==> src/rtl/reset_sequencer.sv <==
// Releases NUM_STAGES downstream reset domains in order (bit 0 first) after a
// minimum hold time, with a fixed gap between releases; sw_rst_req re-runs it.
module reset_sequencer #(
  parameter int NUM_STAGES  = 4,
  parameter int HOLD_CYCLES = 8,
  parameter int STAGE_DELAY = 16
) (
  input  logic                  clk,
  input  logic                  rst,
  input  logic                  sw_rst_req,
  output logic [NUM_STAGES-1:0] stage_rst_o,
  output logic                  rst_done
);

  localparam int MAX_CNT = (HOLD_CYCLES > STAGE_DELAY) ? HOLD_CYCLES : STAGE_DELAY;
  localparam int CNT_W   = $clog2(MAX_CNT) + 1;

  localparam logic [CNT_W-1:0] HOLD_TC  = CNT_W'(HOLD_CYCLES - 1);
  localparam logic [CNT_W-1:0] DELAY_TC = CNT_W'(STAGE_DELAY - 1);

  generate
    if (NUM_STAGES < 1 || HOLD_CYCLES < 1 || STAGE_DELAY < 1) begin : g_param_check
      $error("reset_sequencer: NUM_STAGES, HOLD_CYCLES and STAGE_DELAY must all be >= 1");
    end
  endgenerate

  typedef enum logic [1:0] {
    S_HOLD,
    S_RELEASE,
    S_RUN
  } state_t;

  state_t                  state_q, state_d;
  logic [CNT_W-1:0]        cnt_q, cnt_d;
  logic [NUM_STAGES-1:0]   stage_q, stage_d;
  logic                    done_q, done_d;
  logic [NUM_STAGES-1:0]   stage_shifted;

  // Shifting in zeros from the bottom keeps the outputs thermometer-coded.
  assign stage_shifted = stage_q << 1;

  always_ff @(posedge clk or posedge rst) begin
    if (rst) begin
      state_q <= S_HOLD;
      cnt_q   <= '0;
      stage_q <= '1;
      done_q  <= 1'b0;
    end else begin
      state_q <= state_d;
      cnt_q   <= cnt_d;
      stage_q <= stage_d;
      done_q  <= done_d;
    end
  end

  always_comb begin
    state_d = state_q;
    cnt_d   = cnt_q;
    stage_d = stage_q;
    done_d  = done_q;

    if (sw_rst_req) begin
      state_d = S_HOLD;
      cnt_d   = '0;
      stage_d = '1;
      done_d  = 1'b0;
    end else begin
      case (state_q)
        S_HOLD: begin
          if (cnt_q == HOLD_TC) begin
            cnt_d   = '0;
            stage_d = stage_shifted;
            if (stage_shifted == '0) begin
              done_d  = 1'b1;
              state_d = S_RUN;
            end else begin
              state_d = S_RELEASE;
            end
          end else begin
            cnt_d = cnt_q + CNT_W'(1);
          end
        end
        S_RELEASE: begin
          if (cnt_q == DELAY_TC) begin
            cnt_d   = '0;
            stage_d = stage_shifted;
            if (stage_shifted == '0) begin
              done_d  = 1'b1;
              state_d = S_RUN;
            end
          end else begin
            cnt_d = cnt_q + CNT_W'(1);
          end
        end
        S_RUN: begin
          cnt_d = '0;
        end
        default: begin
          state_d = S_HOLD;
          cnt_d   = '0;
          stage_d = '1;
          done_d  = 1'b0;
        end
      endcase
    end
  end

  assign stage_rst_o = stage_q;
  assign rst_done    = done_q;

endmodule

==> config.mk <==
export PLATFORM = sky130hd
export DESIGN_NAME = reset_sequencer
export DESIGN_NICKNAME = d
export VERILOG_FILES = /design/src/rtl/reset_sequencer.sv
export SDC_FILE = /design/constraint.sdc
export NUM_CORES = 1
export LEC_CHECK = 0
export ABC_AREA = 1
export CAP_MARGIN = 20
export CORE_MARGIN = 1
export CORE_UTILIZATION = 43
export DETAILED_ROUTE_END_ITERATION = 16
export GPL_TIMING_DRIVEN = 1
export SKIP_CTS_REPAIR_TIMING = 1
export SYNTH_ARGS = -nofsm -noshare
export SYNTH_HDL_FRONTEND = slang
export SYNTH_SLANG_ARGS = --single-unit
==> constraint.sdc <==
create_clock -name clk -period 2.2 [get_ports clk]
set_clock_uncertainty 0.15 [all_clocks]
set_input_delay 0.33 -clock clk [delete_from_list [all_inputs] [get_ports clk]]
set_output_delay 0.33 -clock clk [all_outputs]
set_load 0.02 [all_outputs]
# Yosys cells after proc, flatten, opt, wreduce, memory -nomap -nowiden

Index checks and enable logic that the tools add are counted.

Add/subtract/negate cells: 1
$mul: 0
Div/mod/pow operators: 0
$lt $le $gt $ge: 0
Equal/unequal tests: 8
Shift-type cells: 0
Muxes and demuxes: 19
Bitwise operators: 0
Reduce and logical (&&, ||, !) cells: 4

Operators by type and width:

| kind                  | count |
|---|---|
| $mux W5               | 3 |
| $mux W4               | 3 |
| $pmux W4 S3           | 1 |
| $mux W2               | 5 |
| $pmux W5 S2           | 1 |
| $ne A3 B3 Y1 const B  | 3 |
| $pmux W2 S3           | 1 |
| $add A5 B1 Y5 const B | 1 |
| $eq A5 B3 Y1 const B  | 1 |
| $eq A5 B4 Y1 const B  | 1 |
| $logic_not A4 Y1      | 1 |
| $mux W1               | 4 |
| $reduce_and A4 Y1     | 1 |
| $pmux W1 S3           | 1 |
| $reduce_and A3 Y1     | 1 |
| $eq A2 B1 Y1 const B  | 1 |
| $eq A2 B2 Y1 const B  | 1 |
| $logic_not A2 Y1      | 1 |
| $ne A2 B2 Y1 const B  | 1 |

Bits in registers: 12
Latch bits: 0
RAM bits: 0
ROM bits: 0
Input port bits: 3
Output and inout bits: 5
Word-level logic and storage cells: 36
Memories: 0

# Depth between registers and ports, before layout

Gate-level depths: netlist (run 1).

Depth in word-level cells: 5
Mapped depth: 13
Mapped depth without buffers: 13

# Worst setup path after synthesis (run 1)

OpenSTA, ideal clock, no wires.

Kind: reg-to-reg
From: register cnt_q[0]
To: register done_q (netlist: rst_done)
Setup time: 0.076 ns
Data arrival time: 1.455 ns
Required time: 1.974 ns
Setup slack: 0.519 ns
Cell stages (with the launch flop): 14
Buffers on the path: 0
Clock period less this slack: 1.681 ns
Cells stage by stage: dfrtp_1 ha_1 nand2_1 inv_1 nand2_1 inv_1 ha_1 inv_1 nand2_1 nor2_2 nor2_4 nand2_4 nand2_1 o21ai_1

Cells in the longest elaborated chain, start to end: 3
Elaborated cells on any way between the ends: 5
Those cells by class: 4 x eq/ne; 1 x reduce/logical

RTL lines:

| what                                         | line   | source |
|---|---|---|
| start, declared                              | 34     | `logic [CNT_W-1:0] cnt_q, cnt_d;` |
| start signal, assigned                       | 50     | `cnt_q <= cnt_d;` |
| $eq A5 B4 Y1 or $eq A5 B3 Y1 (tied branches) | 84, 70 |  |
| $ne A3 B3 Y1 (no line)                       | n/a    |  |
| $reduce_and A3 Y1 (no line) (*)              | n/a    |  |
| end signal, assigned                         | 52     | `done_q <= done_d;` |
| end, declared                                | 36     | `logic done_q, done_d;` |

Mark *: on every way between the ends. The rest lies on a longest branch, timed or not.
A chain may end at the register's enable or synchronous reset.

# Final worst setup path (run 1)

From: register stage_q[0] (netlist: stage_rst_o[0])
To: output stage_rst_o[0]

RTL lines:

| what                   | line | source |
|---|---|---|
| start, declared        | 35   | `logic [NUM_STAGES-1:0] stage_q, stage_d;` |
| start signal, assigned | 51   | `stage_q <= stage_d;` |
| end, declared          | 11   | `output logic [NUM_STAGES-1:0] stage_rst_o,` |

No word-level cell between the ends.

==> results.tsv, run 1 <==
metric	value	unit
outcome	complete, no violations	
netlist_instances	87	
power_leakage	0.403	nW
first_global_vias	464	
clkLatencyLatePin	0.27	ns
yosysWarnings	0	
cts_buffer_depth	2	
worstSetupPathType	reg2out	
layout.nets	105	
period_share	0.870	
synth_fp_nets	93	
clk_pin_slew	0.08	ns
syn_to_final_growth	18.6	%
antenna_found_initial	0	
crit_arrival	1.43	ns
clock-sinks	12	
ys_ff_latch	12	
worst_setup_path_start_kind	register	
place_congestion	0.774	
drt-wirelength-per-cell	10.6	um
fill_cells	123	
die_x	41.5	um
place_area	761	um2
final-hold-violation-count	0	
cp_top_family	buffers and inverters	
yosysUniqueCellTypes	18	
required	1.72	ns
grt_pass1_wl	2.01	mm
setup-violations-final	0	
fmax	523	MHz
dp_hpwl	908	um
avgSynthCellArea	7.72	um2
initial_core_util	0.486	
first_pass_iters	4	
portBuffers	7	
slew_headroom	0.689	
period_minus_slack	1.91	ns
rrSetupSlack	0.37	ns
hold_class	in2async	
crit_fanout	4	
max_stage_delay	0.60	ns
drtAntennaViolNets	0	
core	1380	um2
antenna_cells	0	
root_buffer	clkbuf_4	
peakVddDrop	0.604	mV
gr-total-overflow	0	
drv_slew	0	
final-seq-area	305	um2
drv_cap	0	
grt_use_total	0.154	
crit_buf_inv	1	
cp_slowest_cell	clkdlybuf4s50_1	
syn_area	672	um2
hold_ws	0.214	ns
power_density	1370	nW/um2
die_h	41.5	um
rows	13	
cts_tree	yes	
cts_made_buffers	3	
grt_max_degree	13	
synth-seq-area-share	0.454	
worst_pin_slew	0.466	ns
drt_iter0_drc	11	
io_pins	8	
worst_setup_path_end_kind	output port	
drive_gt1_frac	0.194	
vias	548	
drcViolationCount	0	
viasPerCell	4.85	
path_cells	clkdlybuf4s50_1	
final_area	797	um2
rsz0062_at_grt	false	
multi_input_area	314	um2
total_power	1.09	mW
htree_levels	1	
final.setup.tns	0	ns
dieArea	1720	um2
postRouteWirelength	1.20	mm
-- stage by stage --
step | utilization | setup slack, ns | cells
6_report | 0.576 | 0.287 | 113
5_1_grt | 0.576 | 0.176 | 113
4_1_cts | 0.576 | 0.276 | 113
3_5_place_dp | 0.550 | 0.387 | 109
3_3_place_gp | 0.550 | 0.423 | 109
2_1_floorplan | - | 0.519 | 87
-- layout by cell type, fill, tap and decap left out --
| cell | n |
|---|---|
| nand2_2 | 4 |
| ha_1 | 3 |
| o21ai_0 | 1 |
| o21ai_1 | 5 |
| nor2_4 | 1 |
| or2_1 | 1 |
| dfrtp_1 | 8 |
| nor2_2 | 2 |
| clkdlybuf4s50_1 | 7 |
| a21oi_1 | 3 |
| nor4_1 | 1 |
| nor2_1 | 12 |
| clkbuf_8 | 1 |
| clkbuf_4 | 3 |
| inv_1 | 11 |
| inv_2 | 3 |
| nand2_4 | 1 |
| dfstp_2 | 4 |
| xor2_1 | 1 |
| nand2_1 | 20 |
| nand3_1 | 6 |
-- final cells by class --
cell class / count / area share
multi-input combinational: 61 / 0.394
sequential: 12 / 0.383
timing repair buffer: 7 / 0.0879
inverter: 14 / 0.0659
clock buffer: 4 / 0.0455
tap: 15 / 0.0235
-- registers in the layout (all words and copies together), names as in the netlist --
| name | count |
|---|---|
| cnt_q | 5 |
| rst_done | 1 |
| state_q | 2 |
| stage_rst_o | 4 |
-- per-layer routing --
metal,vias up,part of all wire,track usage,routed length [um]
met3,4,0.029,0.0261,35
met5,-,0,0,0
met1,243,0.55,0.220,656
met4,0,0.021,0.0968,25
met2,7,0.40,0.213,480
li1,294,-,-,-
-- synth_stat cells, drive strengths merged --
cell type / number / area share
a21oi: 3 / 0.022
nor4: 1 / 0.0093
nor2: 15 / 0.10
nand3: 6 / 0.045
xor2: 1 / 0.013
ha: 3 / 0.056
o21ai: 6 / 0.045
inv: 14 / 0.078
dfstp: 4 / 0.16
dfrtp: 8 / 0.30
or2: 1 / 0.0093
nand2: 25 / 0.17
-- power breakdown --
part / switching (mW) / internal, mW
combinational: 0.314 / 0.205
clock: 0.0735 / 0.101
sequential: 0.0685 / 0.329
total: 0.456 / 0.635
-- kinds of logic after synthesis --
kind of cell | count (synthesis) | share of synthesized area
XOR/XNOR | 1 | 0.0130
buffers and inverters | 14 | 0.0782
flip-flops | 12 | 0.454
AND/OR/NAND/NOR | 48 | 0.331
adder cells (fa/ha/maj) | 3 | 0.0559
AO/OA/AOI/OAI | 9 | 0.0670
-- path summary, 6_finish.rpt --
check | from | end | cells after the start
max in group asynchronous | rst | stage_rst_o[1] | 2
hold reg to reg | cnt_q[0] | cnt_q[0] | 1
setup reg to reg | cnt_q[0] | stage_rst_o[2] | 13
hold / removal | rst | cnt_q[1] | 2
setup / recovery | stage_rst_o[0] | stage_rst_o[0] | 1
min in group clk | cnt_q[0] | cnt_q[0] | 1
-- worst reg2reg max path, cell delays in order, from the launching register on --
cell and delay (ns):
dfrtp_1 0.40, ha_1 0.22, nand2_1 0.06, inv_1 0.06, nand2_1 0.08, inv_1 0.05, ha_1 0.17, inv_1 0.08
nand2_1 0.07, nor2_2 0.12, nor2_4 0.05, nand2_4 0.12, nand2_1 0.06, o21ai_1 0.07
No activity file was read; power rests on OpenSTA's default activity.
==> run 2, diff against run 1 <==
--- a/config.mk
+++ b/config.mk
@@ -10,8 +10,8 @@
 export CORE_MARGIN = 1
 export CORE_UTILIZATION = 43
 export DETAILED_ROUTE_END_ITERATION = 16
+export DONT_BUFFER_PORTS = 1
 export GPL_TIMING_DRIVEN = 1
-export SKIP_CTS_REPAIR_TIMING = 1
 export SYNTH_ARGS = -nofsm -noshare
 export SYNTH_HDL_FRONTEND = slang
 export SYNTH_SLANG_ARGS = --single-unit
==> constraint.sdc (replaced) <==
create_clock -name clk -period 2.2 [get_ports clk]
set_clock_uncertainty 0.15 [all_clocks]
set_input_delay 0.22 -clock clk [delete_from_list [all_inputs] [get_ports clk]]
set_output_delay 0.22 -clock clk [all_outputs]
set_load 0.02 [all_outputs]
==> run 2 against run 1 <==
Core utilization shrank 3.6 points. Global-route usage rose by 0.70 points. Power down 7.6%. Count of clock-buffer cells in the layout is the same. Maximum frequency is 3.7% higher. Wire length fell by 1.8%. Die area stayed put. Register-to-register slack got worse by 0.02 ns. Sequential power grew 17%. Sequential cell count stayed put. Setup slack better by 0.068 ns. Final cell count fell by 4.4%. Critical endpoint is now rst_done. Highest routed layer is now met3.
==> results.tsv, run 2 (synthesis results as in run 1) <==
metric	value	unit	change
largest_register_ffs	5		unchanged
crit_arrival	1.89	ns	was 1.43 ns
cts_made_buffers	3		unchanged
die_x	41.5	um	unchanged
rows	13		unchanged
required	2.25	ns	was 1.72 ns
outcome	complete, no violations		unchanged
stdcell_count	108		was 113
total_power	1.01	mW	was 1.09 mW
clock-sinks	12		unchanged
period_share	0.839		was 0.870
htree_levels	1		unchanged
drv_cap	0		unchanged
antenna_cells	0		unchanged
grt_max_degree	13		unchanged
clkLatencyLatePin	0.27	ns	about the same
crit_fanout	10		was 4
layout.nets	100		was 105
gr-total-overflow	0		unchanged
hold_class	in2reg		was in2async
clk_pin_slew	0.07	ns	was 0.08 ns
cts_tree	yes		unchanged
post_cts_resized	0		
first_global_vias	496		was 464
viasPerCell	4.96		was 4.85
power_density	1350	nW/um2	was 1370 nW/um2
drcViolationCount	0		unchanged
peakVddDrop	0.553	mV	was 0.604 mV
worst_setup_path_start_kind	register		unchanged
worst_pin_slew	0.450	ns	was 0.466 ns
drt_iter0_drc	12		was 11
grt_use_total	0.161		was 0.154
antenna_found_initial	0		unchanged
place_congestion	0.806		was 0.774
slew_headroom	0.700		was 0.689
final-hold-violation-count	0		unchanged
io_pins	8		unchanged
final.setup.tns	0	ns	unchanged
worst_setup_path_end_kind	register		was output port
layout_common_cells	nand2_1 (20), nor2_1 (12), inv_1 (11)		unchanged
first_pass_iters	4		unchanged
dieArea	1720	um2	unchanged
initial_core_util	0.486		unchanged
cts_buffer_depth	2		unchanged
fmax	542	MHz	was 523 MHz
dp_cells	102		was 109
die_h	41.5	um	unchanged
dp_hpwl	883	um	was 908 um
core	1380	um2	unchanged
power_leakage	0.384	nW	was 0.403 nW
rsz0062_at_grt	false		unchanged
worstSetupPathType	reg2reg		was reg2out
grt_pass1_wl	2.13	mm	was 2.01 mm
postRouteWirelength	1.18	mm	was 1.20 mm
drt-wirelength-per-cell	10.9	um	was 10.6 um
drtAntennaViolNets	0		unchanged
grtUsageMet3	0.0696		was 0.0261
top_usage_layer	met2		was met1
syn_to_final_growth	11.2	%	was 18.6%
vias	536		was 548
largest-register	cnt_q		unchanged
final_common_cell	nand2_1		unchanged
period_minus_slack	1.85	ns	was 1.91 ns
root_buffer	clkbuf_4		unchanged
portBuffers	0		was 7
drv_slew	0		unchanged
grt_use_met2	0.266		was 0.213
setup-violations-final	0		unchanged
grt_use_met1	0.199		was 0.220
drive_gt1_frac	0.204		was 0.194
## run 2: cell count changes in the layout (fill, tap and decap cells not counted)
cell,change
clkdlybuf4s50_1,-7
dlygate4sd3_1,+2
## run 2: through the flow
| stage | hold WS (ns) | area [um2] | worst slack (ns) | utilization |
|---|---|---|---|---|
| 2_1_floorplan | -0.0682 | 672 | 0.519 | - |
| 3_3_place_gp | -0.00453 | 691 | 0.391 | 0.500 |
| 3_5_place_dp | -0.00206 | 691 | 0.378 | 0.500 |
| 4_1_cts | 0.0105 | 747 | 0.345 | 0.540 |
| 5_1_grt | 0.0448 | 747 | 0.161 | 0.540 |
| 6_report | 0.0265 | 747 | 0.354 | 0.540 |
## run 2: report_power, final
group	switching, mW	leakage [nW]	internal [mW]
logic	0.242	0.212	0.131
clock network	0.0716	0.0210	0.101
registers	0.132	0.150	0.332
total	0.445	0.384	0.564
## run 2: final cells by class
cell class              instances  area, um2
fillers                       143        636
well taps                      15       18.8
clock buffers                   4       36.3
repair buffers                  2       20.0
flip-flops and latches         12        305
inverters                      14       52.6
multi-input cells              61        314
## run 2: routing by layer
layer | routed length [um] | part of all wire
met5 | 0 | 0
met4 | 0 | 0
met1 | 565 | 0.48
met3 | 53 | 0.045
met2 | 557 | 0.47
## run 2: timing repair
action / 4_1_cts / 5_1_grt
hold endpoints to repair: 10 / 0
buffers inserted: 0 / 0
hold buffers: 2 / 0
## run 2: final timing paths
kind	from	end	slack [ns]	depth (start not counted)
max	cnt_q[0]	rst_done	0.35	13
min	sw_rst_req	rst_done	0.03	3
max reg2reg	cnt_q[0]	rst_done	0.35	13
min reg2reg	cnt_q[0]	cnt_q[0]	0.31	1
max in group asynchronous	rst	stage_rst_o[1]	1.32	2
min in group asynchronous	rst	cnt_q[0]	0.24	2
## run 2: critical path, cell delays in order, from the launching register on
cell     delay (ns)
dfrtp_1        0.40
ha_1           0.22
nand2_1        0.07
inv_1          0.06
nand2_1        0.08
inv_1          0.05
ha_1           0.16
inv_1          0.09
nand2_1        0.07
nor2_2         0.12
nor2_4         0.05
nand2_4        0.12
nand2_1        0.06
o21ai_1        0.08
==> run 3, diff against run 2 <==
==> constraint.sdc (replaced) <==
create_clock -name clk -period 1.75 [get_ports clk]
set_clock_uncertainty 0.15 [all_clocks]
set_input_delay 0.175 -clock clk [delete_from_list [all_inputs] [get_ports clk]]
set_output_delay 0.175 -clock clk [all_outputs]
set_load 0.02 [all_outputs]
==> run 3 against run 2 <==
Sequential share of layout area decreased by 5.3 points. Register-to-register slack got worse by 0.27 ns. Combinational power rose by 53%. Critical path type unchanged. Largest cell class unchanged.
==> results.tsv, run 3 (synthesis results as in run 1) <==
metric	value	unit	change
worst_pin_slew	0.454	ns	was 0.450 ns
drt-wirelength-per-cell	11.4	um	was 10.9 um
drt_iter0_drc	8		was 12
final-hold-violation-count	0		unchanged
die_h	41.5	um	unchanged
hold_ws	0.0399	ns	was 0.0265 ns
power_density	1610	nW/um2	was 1350 nW/um2
crit_arrival	1.68	ns	was 1.89 ns
fill_cells	125		was 143
clk_pin_slew	0.08	ns	was 0.07 ns
first_global_vias	544		was 496
peakVddDrop	1.04	mV	was 0.553 mV
antenna_cells	0		unchanged
gr-total-overflow	0		unchanged
slew_headroom	0.697		was 0.700
core	1380	um2	unchanged
dp_hpwl	923	um	was 883 um
drive_gt1_frac	0.360		was 0.204
postRouteWirelength	1.31	mm	was 1.18 mm
largest-register	cnt_q		unchanged
place_congestion	0.823		was 0.806
total_power	1.38	mW	was 1.01 mW
dieArea	1720	um2	unchanged
die_x	41.5	um	unchanged
power_leakage	0.420	nW	was 0.384 nW
cts_tree	yes		unchanged
portBuffers	0		unchanged
fin_util	0.620		was 0.540
outcome	complete, no violations		unchanged
cts_buffer_depth	2		unchanged
worst_setup_path_end_kind	register		unchanged
cts_made_buffers	3		unchanged
rows	13		unchanged
root_buffer	clkbuf_4		unchanged
grt_pass1_wl	2.34	mm	was 2.13 mm
vias	575		was 536
period_share	0.954		was 0.839
drcViolationCount	0		unchanged
fmax	599	MHz	was 542 MHz
crit_fanout	5		was 10
grt_use_total	0.175		was 0.161
viasPerCell	5.00		was 4.96
drtAntennaViolNets	0		unchanged
layout_common_cells	nand2_1 (15), nor2_1 (12), nand2_2 (8), inv_1 (8), dfrtp_1 (8)		was nand2_1 (20), nor2_1 (12), inv_1 (11)
antenna_found_initial	0		unchanged
largest_register_ffs	5		unchanged
hold_class	in2reg		unchanged
initial_core_util	0.486		unchanged
period_minus_slack	1.67	ns	was 1.85 ns
clock-sinks	12		unchanged
io_pins	8		unchanged
worstSetupPathType	reg2reg		unchanged
clkLatencyLatePin	0.27	ns	about the same
syn_to_final_growth	27.6	%	was 11.2%
required	1.76	ns	was 2.25 ns
final_common_cell	nand2_1		unchanged
rrSetupSlack	0.08	ns	was 0.35 ns
setup-violations-final	0		unchanged
drv_cap	0		unchanged
layout.nets	107		was 100
first_pass_iters	4		unchanged
htree_levels	1		unchanged
grt_max_degree	13		unchanged
rsz0062_at_grt	true		was false
drv_slew	0		unchanged
worst_setup_path_start_kind	register		unchanged
## run 3: changes by cell type in the layout (fill, tap and decap cells not counted), moves of 2 or more
| cell | previous run | this run |
|---|---|---|
| nand2_1 | 20 | 15 |
| buf_4 | 0 | 4 |
| nand2_2 | 4 | 8 |
| inv_1 | 11 | 8 |
| dlygate4sd3_1 | 2 | 4 |
| ha_1 | 3 | 1 |
| inv_2 | 3 | 5 |
| nand2_4 | 1 | 3 |
## run 3: critical path: stages, from the launching register on
cell and delay (ns):
dfrtp_1 0.36, ha_2 0.19, nand2_2 0.05, inv_2 0.06
nand2_2 0.05, inv_2 0.06, ha_4 0.13, inv_4 0.04
nand2_4 0.05, nor2_4 0.04, nor2_4 0.15, nand2_4 0.10
nand2_2 0.06, o21ai_1 0.06
## run 3: final cells by class
type	instances	area (um2)	area share
well taps	15	18.8	0.0219
inverters	14	55.1	0.0642
clock buffers	4	36.3	0.0423
repair buffers	8	70.1	0.0818
flip-flops and latches	12	305	0.356
multi-input cells	62	372	0.434
## run 3: final timing paths
check	from	end	cells past startpoint
min in group asynchronous	rst	cnt_q[0]	2
min	sw_rst_req	cnt_q[2]	3
min reg2reg	stage_rst_o[3]	stage_rst_o[3]	2
max	cnt_q[0]	rst_done	13
max in group asynchronous	rst	stage_rst_o[1]	2
max reg2reg	cnt_q[0]	rst_done	13
## run 3: power by group
part	switching [mW]	total, mW	internal, mW
registers	0.171	0.589	0.418
logic	0.352	0.572	0.220
clock network	0.0899	0.216	0.126
## run 3: metrics by stage
step | cells | worst slack [ns] | instance area, um2 | setup TNS [ns]
floorplan | 87 | 0.0689 | 672 | 0
global placement | 105 | -0.0233 | 713 | -0.0519
finish | 115 | 0.0803 | 857 | 0
detailed placement | 105 | -0.0420 | 713 | -0.169
CTS | 114 | -0.00364 | 818 | -0.00364
global route | 115 | -0.0180 | 857 | -0.0329
## run 3: timing repair
action | 4_1_cts | 5_1_grt
hold endpoints to repair | 15 | 0
gates resized for setup | 7 | 10
hold buffers | 4 | 0
setup endpoints to repair | 6 | 7
setup buffers | 0 | 1
gates cloned | 1 | 0
pin swaps | 6 | 3
## run 3: routing by layer
layer / wire (um) / vias to the layer above / GRT usage
li1: - / 295 / -
met3: 60 / 0 / 0.0826
met5: 0 / - / 0
met4: 0 / 0 / 0
met1: 618 / 272 / 0.241
met2: 635 / 8 / 0.269
